==> config.mk <==
export PLATFORM = sky130hd
export DESIGN_NAME = cp0_unit
export DESIGN_NICKNAME = d
export VERILOG_FILES = /design/src/rtl/cp0_unit.sv
export SDC_FILE = /design/constraint.sdc
export NUM_CORES = 1
export LEC_CHECK = 0
export ABC_AREA = 1
export BUFFER_PORTS_ARGS = -buffer_cell sky130_fd_sc_hd__buf_4
export CORE_ASPECT_RATIO = 0.5
export CORE_UTILIZATION = 48
export CTS_CLUSTER_SIZE = 14
export DETAILED_ROUTE_END_ITERATION = 16
export PLACE_DENSITY = 0.92
export REMOVE_ABC_BUFFERS = 1
export SYNTH_ARGS = -nofsm -noshare
export SYNTH_HDL_FRONTEND = slang
export SYNTH_SLANG_ARGS = --single-unit
export TNS_END_PERCENT = 1
==> constraint.sdc <==
create_clock -name clk -period 1.69 [get_ports clk]
set_input_delay 0.0845 -clock clk [delete_from_list [all_inputs] [get_ports clk]]
set_output_delay 0.0845 -clock clk [all_outputs]
set_load 0.03 [all_outputs]
==> src/rtl/cp0_unit.sv <==
// cp0_unit: coprocessor-0 exception/interrupt controller.
//   Holds SR (idx 12), Cause (idx 13) and EPC (idx 14).
//   Raises req when an enabled interrupt or a synchronous exception
//   reaches commit, and captures EPC/BD/ExcCode on that edge.
// Ports:
//   clk, reset           system clock, async active-high reset
//   hwint[5:0]           hardware interrupt lines
//   vpc, bd_in           commit-stage PC and delay-slot flag
//   exc_code_in          synchronous exception code (0 = none)
//   we, cp0_addr, cp0_wdata  mtc0 write port (cp0_addr also selects mfc0)
//   eret                 return from exception
//   cp0_rdata            mfc0 read data (combinational)
//   req                  flush/redirect to handler_pc this cycle
//   epc_out              current EPC
//   handler_pc           constant handler entry address
module cp0_unit #(
  parameter logic [31:0] HANDLER_PC = 32'h0000_4180
) (
  input  logic        clk,
  input  logic        reset,
  input  logic [5:0]  hwint,
  input  logic [31:0] vpc,
  input  logic        bd_in,
  input  logic [4:0]  exc_code_in,
  input  logic        we,
  input  logic [4:0]  cp0_addr,
  input  logic [31:0] cp0_wdata,
  input  logic        eret,
  output logic [31:0] cp0_rdata,
  output logic        req,
  output logic [31:0] epc_out,
  output logic [31:0] handler_pc
);

  localparam logic [4:0] ADDR_SR    = 5'd12;
  localparam logic [4:0] ADDR_CAUSE = 5'd13;
  localparam logic [4:0] ADDR_EPC   = 5'd14;

  logic [5:0]  im_q, im_d;
  logic        exl_q, exl_d;
  logic        ie_q, ie_d;
  logic        bd_q, bd_d;
  logic [5:0]  ip_q, ip_d;
  logic [4:0]  exc_q, exc_d;
  logic [31:0] epc_q, epc_d;

  logic        int_req;
  logic        exc_req;
  logic [31:0] pc_aligned;

  // vpc[1:0] never matters: EPC is always word aligned.
  logic unused_vpc;
  assign unused_vpc = ^vpc[1:0];

  assign int_req    = ie_q & ~exl_q & (|(hwint & im_q));
  assign exc_req    = ~exl_q & (exc_code_in != 5'd0);
  // Gated by reset so req stays low even with exc_code_in active in reset.
  assign req        = ~reset & (int_req | exc_req);
  assign pc_aligned = {vpc[31:2], 2'b00};

  always_comb begin
    im_d  = im_q;
    exl_d = exl_q;
    ie_d  = ie_q;
    bd_d  = bd_q;
    ip_d  = hwint;
    exc_d = exc_q;
    epc_d = epc_q;
    if (req) begin
      // Any same-cycle mtc0 or eret is dropped; the handler entry wins.
      exl_d = 1'b1;
      exc_d = int_req ? 5'd0 : exc_code_in;
      bd_d  = bd_in;
      epc_d = bd_in ? (pc_aligned - 32'd4) : pc_aligned;
    end else begin
      if (we) begin
        case (cp0_addr)
          ADDR_SR: begin
            im_d  = cp0_wdata[15:10];
            exl_d = cp0_wdata[1];
            ie_d  = cp0_wdata[0];
          end
          ADDR_EPC: epc_d = {cp0_wdata[31:2], 2'b00};
          default: ;
        endcase
      end
      // Placed after the write so eret overrides an mtc0 to SR.EXL.
      if (eret) exl_d = 1'b0;
    end
  end

  always_ff @(posedge clk or posedge reset) begin
    if (reset) begin
      im_q  <= '0;
      exl_q <= 1'b0;
      ie_q  <= 1'b0;
      bd_q  <= 1'b0;
      ip_q  <= '0;
      exc_q <= '0;
      epc_q <= '0;
    end else begin
      im_q  <= im_d;
      exl_q <= exl_d;
      ie_q  <= ie_d;
      bd_q  <= bd_d;
      ip_q  <= ip_d;
      exc_q <= exc_d;
      epc_q <= epc_d;
    end
  end

  always_comb begin
    cp0_rdata = 32'd0;
    case (cp0_addr)
      ADDR_SR:    cp0_rdata = {16'd0, im_q, 8'd0, exl_q, ie_q};
      ADDR_CAUSE: cp0_rdata = {bd_q, 15'd0, ip_q, 3'd0, exc_q, 2'd0};
      ADDR_EPC:   cp0_rdata = epc_q;
      default:    cp0_rdata = 32'd0;
    endcase
  end

  assign epc_out    = epc_q;
  assign handler_pc = HANDLER_PC;

endmodule

==> qor.yml <==
sta:
  tightest_slew_ps: 535
  max_freq_mhz: 598
  slew-limit-headroom_pct: 64.3
  period_needed_ps: 1670
  fin_skew_ps: 9.27
  setup_violations: 0
  period_share_pct: 99.0
  hold_viol_final: 0
  drv_slew: 0
floorplan:
  rows: 22
  io_pins: 182
  dieHeight_um: 66.0
  die_x_um: 130
  coreArea_um2: 7620
  start_util_pct: 51.6
  die_area_um2: 8590
cts:
  cts_tree: "done"
  htreeDepth: 2
  clk_latency_ps: 300
  clock-root-buffer: "clkbuf_16"
  cts_made_buffers: 5
  path_clk_slew_ps: 80
  clockBufferDepth: 2
  clock-sinks: 50
power_and_ir_drop:
  vdd.ir_drop.worst_mv: 0.499
  leakagePower_nw: 2.95
  power_density_nw_per_um2: 1050
  power.total_w: 0.00563
final_layout:
  regArea_um2: 1250
  most-common-layout-cells: "nand2_1 (191), buf_4 (163), inv_1 (92)"
  fillers: 614
  layout_commonest_cell: "nand2_1"
  final_core_util_pct: 70.6
  final_area_um2: 5380
  area_delta_synth_final_pct: 36.8
  multi_input_area_um2: 2060
  n_antenna_cell: 0
  fin_nets: 858
  drive_gt1_share_pct: 25.6
logic_synthesis:
  yosys.area_share.simple_pct: 35.6
  ys_seq_area_share_pct: 31.8
  synth_seq_cells: 50
  yosys.area_share.xor_xnor_pct: 2.23
  yosys.area_share.adder_pct: 0.318
  syn_avg_cell_area_um2: 6.47
  ys_warn_count: 0
  synthMuxAreaShare_pct: 0
  syn-cell-area_um2: 3940
  syn_inst: 608
  ys_types: 41
  synth-compound-area-share_pct: 10.8
  synth_top_family_by_area: "simple AND/OR/NAND/NOR gates"
placed_design:
  port_buffers: 145
  dp_hpwl_um: 8760
  place_area_um2: 5020
  place_congestion: 0.910
setup_path:
  crit_cells: 8
  critPathSlowestCell: "dfrtp_1"
  slowest_delay_ps: 390
  cp.arrival_ps: 1590
  start_kind: "flop"
  critPathTopFamily: "flip-flops"
  critPathMaxFanout: 7
  crit_top_cell: "nand2_1"
  crit_required_ps: 1610
  path_cells: "nand2_1 -> nand2_1 -> inv_1 -> nand2_2 -> nand2_4 -> a21oi_4 -> buf_12 -> buf_6"
  path_buf_inv: 3
  r2r_cells: 10
  cp-end-kind: "primary output"
  crit_type: "flop to primary output"
detailed_routing:
  routed_wl_um: 12900
  initialDrtViolationCount: 406
  vias_per_cell: 5.13
  wl_per_cell_um: 14.6
  detail_route.drc_violations: 0
  vias: 4517
  drt_pass1_iterations: 5
  ant_nets: 0
global_route:
  grt_pass1_wl_um: 18500
  first_global_vias: 3783
  grt_max_degree: 32
  grt_overflow: 0
  grt_use_total_pct: 28.2
  antenna_found_initial: 1
run:
  cap_viol_max_count: 0
worst_hold_path:
  hp-class: "primary input to flop"
  hold_path_depth: 3
outcome:
  status: "completed"
==> path summary, 6_finish.rpt <==
check                                     from          end  slack [ps]
worst min register to register     epc_out[25]  epc_out[25]         520
max in group asynchronous                reset   epc_out[8]         480
worst max register to register         im_q[5]      im_q[1]          60
worst max-delay path                   im_q[0]          req          20
min in group asynchronous                reset         bd_q         490
worst min-delay path            exc_code_in[0]     exc_q[0]          20
==> power breakdown <==
group / internal (W) / switching [W] / leakage (nW) / total, W
Combinational: 0.000997 / 0.00170 / 2.28 / 0.00269
Sequential: 0.00157 / 0.000269 / 0.592 / 0.00184
Clock: 0.000570 / 0.000532 / 0.0763 / 0.00110
Total: 0.00314 / 0.00250 / 2.95 / 0.00563
==> metrics by stage <==
step	std cells	hold WS, ps	TNS (ps)	worst slack, ps
5_1_grt	881	29.5	-72.9	-42.2
2_1_floorplan	588	116	-16570	-510
3_5_place_dp	855	196	0	96.3
3_3_place_gp	855	189	0	153
4_1_cts	871	26.9	0	1.55
6_report	881	24.8	0	16.9
==> worst min-delay path: cells and delay by family <==
family,cells,cell delay [ps]
simple gates,1,60
compound gates,1,60
buf+inv,1,80
==> synthesized netlist by cell type, drive strengths merged <==
cell type / n / area share [%]
nand3b: 2 / 0.38
a21oi: 3 / 0.76
o21bai: 2 / 0.38
clkbuf: 5 / 0.51
xnor2: 1 / 0.22
nor3: 5 / 0.92
buf: 47 / 9.4
o22ai: 5 / 0.79
conb: 2 / 0.19
nand2: 197 / 20
nor2: 79 / 8.0
dfrtp: 50 / 32
o221ai: 6 / 1.3
xor2: 9 / 2.0
o21ai: 53 / 7.1
o31ai: 1 / 0.19
nand3: 36 / 4.8
nand4: 7 / 1.5
a21o: 1 / 0.19
inv: 95 / 9.1
ha: 1 / 0.32
and2: 1 / 0.16
==> repair_timing <==
| item | 4_1_cts | 5_1_grt |
|---|---|---|
| endpoints found under the setup margin | 1 | 11 |
| hold buffers | 8 | 0 |
| gates resized for setup | 2 | 3 |
| hold endpoints to repair | 26 | 0 |
| gates cloned | 0 | 1 |
| pin swaps | 0 | 1 |
| setup buffers | 0 | 9 |
==> cell families (layout without fill, tap and decap cells) <==
| group | Yosys count | after routing |
|---|---|---|
| buffers and inverters | 147 | 280 |
| xor gates and xnor gates | 10 | 10 |
| and+or+nand+nor | 327 | 327 |
| DFF | 50 | 50 |
| adders and majority gates | 1 | 1 |
| other | 2 | 34 |
| AOI/OAI and AO/OA | 71 | 71 |
==> area by class of cell <==
type / instances / area share, %
Clock buffer: 5 / 2.32
Clock inverter: 3 / 0.535
Inverter: 95 / 6.67
Multi-Input combinational cell: 443 / 38.3
Sequential cell: 50 / 23.2
Tap cell: 108 / 2.51
Timing Repair Buffer: 177 / 26.4
==> registers in the layout (all words and copies together), names as in the netlist <==
name and cells:
bd_q 1, epc_out 30, exc_q 5, exl_q 1
ie_q 1, im_q 6, ip_q 6
==> layer usage <==
layer	vias up	GRT usage, %	part of all wire, %	wire length [um]
li1	2134	-	-	-
met3	44	4.69	8.3	1060
met4	2	7.99	2.5	323
met1	2045	36.3	42	5390
met2	292	48.9	47	6060
met5	-	0	0.10	13
No activity file was read; power rests on OpenSTA's default activity.
